File: src/rtl/serial_add_ctrl.sv
// ============================================================================
// Module   : serial_add_ctrl
// Brief    : Bit-serial add sequencer with start/busy/done handshake. It
//            feeds one full-adder bit per clock, LSB first. Define
//            SERADD_SUB_EN to add the sub port for A-B.
// Revision : 1.0  initial release
// ============================================================================
`default_nettype none

module serial_add_ctrl #(
    parameter int WIDTH = 8
) (
    input  logic             CLK,
    input  logic             RST,
    input  logic             start,
    input  logic             abort,
    input  logic             CIN,
    input  logic [WIDTH-1:0] A,
    input  logic [WIDTH-1:0] B,
`ifdef SERADD_SUB_EN
    input  logic             sub,
`endif
    output logic             busy,
    output logic             done,
    output logic [WIDTH-1:0] S,
    output logic             COUT,
    output logic             OVF
);

    localparam int CNT_W = (WIDTH > 2) ? $clog2(WIDTH) : 1;
    localparam logic [CNT_W-1:0] C_LAST_BIT = CNT_W'(WIDTH - 1);

    typedef enum logic [1:0] {
        ST_IDLE = 2'd0,
        ST_RUN  = 2'd1,
        ST_DONE = 2'd2
    } state_t;

    state_t           r_state;
    state_t           w_state_next;
    logic [WIDTH-1:0] r_a;
    logic [WIDTH-1:0] r_b;
    logic [WIDTH-1:0] r_sum;
    logic             r_c;
    logic [CNT_W-1:0] r_cnt;

    logic             w_accept;
    logic             w_last;
    logic             w_sbit;
    logic             w_cnext;
    logic [WIDTH-1:0] w_b_load;
    logic             w_c_load;

    assign w_accept = (r_state != ST_RUN) && start && !abort;
    assign w_last   = (r_cnt == C_LAST_BIT);
    assign w_sbit   = r_a[0] ^ r_b[0] ^ r_c;
    assign w_cnext  = (r_a[0] & r_b[0]) | (r_a[0] & r_c) | (r_b[0] & r_c);

`ifdef SERADD_SUB_EN
    // Two's-complement subtract: invert B and inject a carry of one.
    assign w_b_load = sub ? ~B : B;
    assign w_c_load = sub | CIN;
`else
    assign w_b_load = B;
    assign w_c_load = CIN;
`endif

    always_ff @(posedge CLK or posedge RST) begin
        if (RST) begin
            r_state <= ST_IDLE;
        end else begin
            r_state <= w_state_next;
        end
    end

    always_comb begin
        w_state_next = r_state;
        case (r_state)
            ST_IDLE: if (w_accept) w_state_next = ST_RUN;
            ST_RUN: begin
                if (abort)       w_state_next = ST_IDLE;
                else if (w_last) w_state_next = ST_DONE;
            end
            ST_DONE: w_state_next = w_accept ? ST_RUN : ST_IDLE;
            default: w_state_next = ST_IDLE;
        endcase
    end

    always_ff @(posedge CLK or posedge RST) begin
        if (RST) begin
            r_a   <= '0;
            r_b   <= '0;
            r_sum <= '0;
            r_c   <= 1'b0;
            r_cnt <= '0;
            busy  <= 1'b0;
            done  <= 1'b0;
            S     <= '0;
            COUT  <= 1'b0;
            OVF   <= 1'b0;
        end else begin
            busy <= (w_state_next != ST_IDLE);
            done <= (w_state_next == ST_DONE);
            if (w_accept) begin
                r_a   <= A;
                r_b   <= w_b_load;
                r_c   <= w_c_load;
                r_cnt <= '0;
            end else if (r_state == ST_RUN && !abort) begin
                r_a   <= {1'b0, r_a[WIDTH-1:1]};
                r_b   <= {1'b0, r_b[WIDTH-1:1]};
                r_sum <= {w_sbit, r_sum[WIDTH-1:1]};
                r_c   <= w_cnext;
                r_cnt <= r_cnt + CNT_W'(1);
                // On the final bit r_c still holds the carry into the MSB.
                if (w_last) begin
                    S    <= {w_sbit, r_sum[WIDTH-1:1]};
                    COUT <= w_cnext;
                    OVF  <= r_c ^ w_cnext;
                end
            end
        end
    end

endmodule

`default_nettype wire

File: config.mk
export PLATFORM = sky130hd
export DESIGN_NAME = serial_add_ctrl
export DESIGN_NICKNAME = d
export VERILOG_FILES = /design/src/rtl/serial_add_ctrl.sv
export SDC_FILE = /design/constraint.sdc
export NUM_CORES = 1
export LEC_CHECK = 0
export ABC_AREA = 1
export CORE_UTILIZATION = 45
export CTS_CLUSTER_SIZE = 30
export DETAILED_ROUTE_END_ITERATION = 10
export GPL_TIMING_DRIVEN = 0
export PLACE_DENSITY = 0.68
export SLEW_MARGIN = 20
export SYNTH_ARGS = -nofsm -noshare
export SYNTH_HDL_FRONTEND = slang
export SYNTH_SLANG_ARGS = --single-unit
File: constraint.sdc
create_clock -name CLK -period 3.3 [get_ports CLK]
set_input_delay 0.66 -clock CLK [delete_from_list [all_inputs] [get_ports CLK]]
set_output_delay 0.66 -clock CLK [all_outputs]
set_load 0.005 [all_outputs]
# == After elaboration in Yosys (flattened, before gate mapping) ==
# Index checks and enable logic that the tools add are counted.
# classes
reduce_logical,9
bitwise,9
eq_ne,5
n_addsub,1
mux,13
# op_table
op,count
$mux W8,4
$mux W2,3
$mux W3,2
$pmux W2 S3,1
$eq A2 B2 Y1 const B,2
$reduce_bool A2 Y1,2
$add A3 B1 Y3 const B,1
$and A1 B1 Y1,3
$eq A3 B3 Y1 const B,1
$logic_and A1 B1 Y1,3
$mux W1,3
$reduce_and A3 Y1,1
$xor A1 B1 Y1,3
$eq A2 B1 Y1 const B,1
$logic_not A2 Y1,1
$ne A2 B1 Y1 const B,1
$or A1 B1 Y1,2
$reduce_and A2 Y1,1
$logic_not A1 Y1,1
$not A1 Y1,1
# totals
in_bits,21
word_cells,48
output_inout_bits,12
ff_bits,42

# == Longest topological paths before layout ==
# logic_depth
depth_word,6
mapped_depth,8

# == Worst setup path before layout ==
# No wires, ideal clock.
# synth_path
path_type,in2reg
start,in start
end,reg r_c
slack_ns,1.833
required_ns,3.183
setup_time_ns,0.117
stages,8
t_arrival_ns,1.349
path_cell_list,inv_1 nor2_4 inv_4 nand2_8 inv_4 buf_6 nand2_1 nand2_1
# synth_via
elab_chain_len,3
elab_cells_between_ends,4
classes_between,mux (1); reduce/logical (3)
# synth_lines
element,line_no,source
"start, declared",15,"input logic start,"
$logic_and A1 B1 Y1 (*) (2 in series),54,assign w_accept = (r_state != ST_RUN) && start && !abort;
$mux W1 or $reduce_bool A2 Y1 (tied branches),--,
"end signal, assigned",107,r_c <= w_c_load;
"end signal, assigned",113,r_c <= w_cnext;
"end, declared",44,logic r_c;
# Every way passes the cells marked *; elsewhere a longest branch is shown, timed or not.
# A chain may end at the register's enable or synchronous reset.

# == Final worst setup path ==
# layout_path
start,in abort
end,reg r_b[6]
# layout_via
elab_chain_len,3
elab_cells_between_ends,5
classes_between,mux (1); reduce/logical (4)
# layout_lines
element,line_no,source
"start, declared",16,"input logic abort,"
$logic_not A1 Y1 (*),"54, 109",
$logic_and A1 B1 Y1 (on tied branches),"54, 109",
$mux W8 or $reduce_bool A2 Y1 (tied branches),--,
"end signal, assigned",106,r_b <= w_b_load;
"end signal, assigned",111,"r_b <= {1'b0, r_b[WIDTH-1:1]};"
"end, declared",42,logic [WIDTH-1:0] r_b;
# Marked as above.

==> run_results.csv <==
group,metric,value,unit
status,status,"complete, no violations",
floorplan,die_w,68.3,um
flow_run,maxCapViolCount,0,
grt,grt_use_total,17.6,%
timing,fmax,533,MHz
power_and_ir_drop,power,1.34,mW
clocking,cts_root_buf,"clkbuf_8",
yosys,synth_cells,231,
drt,vias,1495,
worst_setup_path,cp_data_arrival_time,2.05,ns
clocking,numCtsBuffers,5,
grt,overflow,0,
yosys,async_flop_share,100,%
yosys,synth_common_cells,"nand2_1, inv_1, dfrtp_1",
clocking,post-cts-setup-buffers,0,
power_and_ir_drop,seq_power_share,49.1,%
timing,rsz0062_at_grt,"false",
timing,maxSlewHeadroom,78.4,%
worst_setup_path,reg2regPathDepth,6,
clocking,cts_htree_levels,2,
drt,wl,3390,um
floorplan,rows,23,
floorplan,core_area,4120,um^2
worst_setup_path,reg2reg_from,"r_cnt[0]",
clocking,ctsResizeCount,0,
worst_setup_path,regToRegSetupSlack,1.90,ns
yosys,synth_cell_type_count,21,
drt,route.detailed.drc,0,
power_and_ir_drop,comb_power_share,22.6,%
hold_path,min_from,"S[0]",
yosys,ys.flop_type,"dfrtp_1",
drt,routedWlPerCell,10.5,um
grt,first_global_vias,1384,
hold_path,hold_depth,2,
drt,routed_via_density,4.66,
drt,first_iter_violations,89,
power_and_ir_drop,clockPowerShare,28.3,%
drt,firstDrtPassIters,4,
yosys,synth.area.top_cells,"dfrtp_1, nand2_1, nand3_1, inv_1, o21ai_2",
worst_setup_path,r2r-end,"S[0]",
power_and_ir_drop,p_sw_share,28.9,%
layout,synthToLayoutAreaGrowth,25.6,%
clocking,cts_tree,"yes",
worst_setup_path,cp_data_required_time,3.47,ns
clocking,clkLatencyLatePin,0.28,ns
floorplan,initial_core_util,48.1,%
timing,slew_violations,0,
yosys,syn_avg_cell_area,8.57,um^2
worst_setup_path,start_kind,"input pin",
yosys,synth_top_cell_by_area,"dfrtp_1",
layout,nets,295,
yosys,synth_edf_count,0,
yosys,syn_area,1980,um^2
layout,drive_above_1_share,12.9,%
timing,hold_viol_final,0,
timing,tns,0,ns
placed_design,portBuffers,32,
placed_design,dp_hpwl,2400,um
placed_design,gp_congestion,0.759,
layout,fillers,391,
yosys,synth_top_area_share,51.8,%
layout,postLayoutCoreUtil,60.4,%
timing,min_period,1.88,ns
drt,drtAntennaViolNets,0,
worst_setup_path,crit_fanout,10,
grt,antenna_found_initial,0,
worst_setup_path,critical_path_class,"input pin to register",
timing,tightest_slew,0.323,ns
timing,min_period_over_period,56.9,%
floorplan,dieArea,4670,um^2
clocking,postCtsHoldBufs,0,
clocking,clk_transition_reported_paths,0.07,ns
power_and_ir_drop,leakagePower,1.30,nW
power_and_ir_drop,vdd_drop_max,0.000221,V
floorplan,die_height,68.3,um
clocking,cts.path.max_buffers,2,
yosys,synth_most_common_cell,"nand2_1",
yosys,ys_seq_area_share,51.8,%
hold_path,hold_class,"register to register",
grt,grt_pass1_wl,6030,um
hold_path,min_to,"S[0]",
timing,finalSetupViolCount,0,
power_and_ir_drop,power.switching,387,uW
grt,grt_max_degree,33,
yosys,syn-num-nets,255,
yosys,synth-seq-cells,41,
power_and_ir_drop,p_int,953,uW
yosys,yosysWarnings,0,
floorplan,io_pins,33,
clocking,clock-sinks,41,
worst_setup_path,end_kind,"register",
power_and_ir_drop,p_per_area,539,nW/um^2
layout,n_antenna_cell,0,
timing,fin_skew,0.00504,ns
==> worst max-delay path, stage by stage <==
cell and delay [ns]:
clkdlybuf4s50_1 0.52, nor2_4 0.34, inv_4 0.08, nand2_8 0.12
inv_4 0.07, buf_6 0.14, nand2_1 0.06, nand2_1 0.05
==> final cells by class <==
cell class	instances	area, um^2	area share, %
buffer	8	70.1	2.82
clock inverter	2	35.0	1.41
multi-input combinational	137	711	28.6
sequential	41	1030	41.2
tap	50	62.6	2.52
clock buffer	5	68.8	2.77
timing repair buffer	33	340	13.7
inverter	45	174	6.99
==> worst max-delay path by stage <==
stage                from      to  slack [ns]  cells after the start
floorplan             RST    COUT        1.69                      1
global placement      RST  r_b[5]        0.80                      2
detailed placement  abort  r_b[6]        1.12                      8
CTS                 abort  r_b[6]        1.41                      8
global route        abort  r_b[5]        1.31                      8
finish              abort  r_b[6]        1.42                      8
==> power by group through the flow <==
| stage | Clock, mW | Sequential, mW | Combinational, mW |
|---|---|---|---|
| after floorplan | 0 | 0.656 | 0.230 |
| after global placement | 0 | 0.665 | 0.296 |
| final | 0.379 | 0.658 | 0.303 |
| after detailed placement | 0 | 0.667 | 0.306 |
| after global routing | 0.414 | 0.673 | 0.360 |
| after CTS | 0.392 | 0.657 | 0.308 |
==> kinds of logic after synthesis <==
family,count (synthesis),synth area share [%]
simple gates,113,26.2
xor+xnor,1,0.442
buf+inv,53,12.3
mux,1,0.505
compound gates,19,6.51
flops,41,51.8
fa+ha+maj,3,2.27
==> through the flow <==
step	std cells	hold slack [ns]	worst slack, ns	area [um^2]
2_1_floorplan	231	0.446	1.69	1980
3_3_place_gp	313	0.456	0.799	2360
3_5_place_dp	314	0.465	1.12	2380
4_1_cts	321	0.485	1.41	2490
5_1_grt	321	0.503	1.31	2490
6_report	321	0.481	1.42	2490
==> cells in the final DEF, fill, tap and decap left out, types with 2 or more instances in the layout <==
cell / n
nand3_1: 33
inv_4: 2
inv_1: 42
nand2_1: 70
ha_1: 2
buf_2: 2
o21ai_0: 10
nor2_1: 2
clkdlybuf4s50_1: 32
o21ai_2: 9
clkbuf_8: 5
dfrtp_1: 41
buf_6: 4
nor2_4: 2
buf_4: 2
nand2_2: 2
==> flip-flops by register name (all words and copies together) (netlist names) <==
signal   cells
COUT         1
OVF          1
S            8
busy         1
done         1
r_a          8
r_b          8
r_c          1
r_cnt        3
r_state      2
r_sum        7
==> per-layer routing <==
layer  up-vias  track usage (%)  part of all wire, %
li1        782                -                    -
met1       673             23.0                   49
met2        36             29.0                   46
met3         4             3.50                  4.1
met4         0             5.47                  1.1
met5         -                0                    0
(Power assumes the default switching activity.)
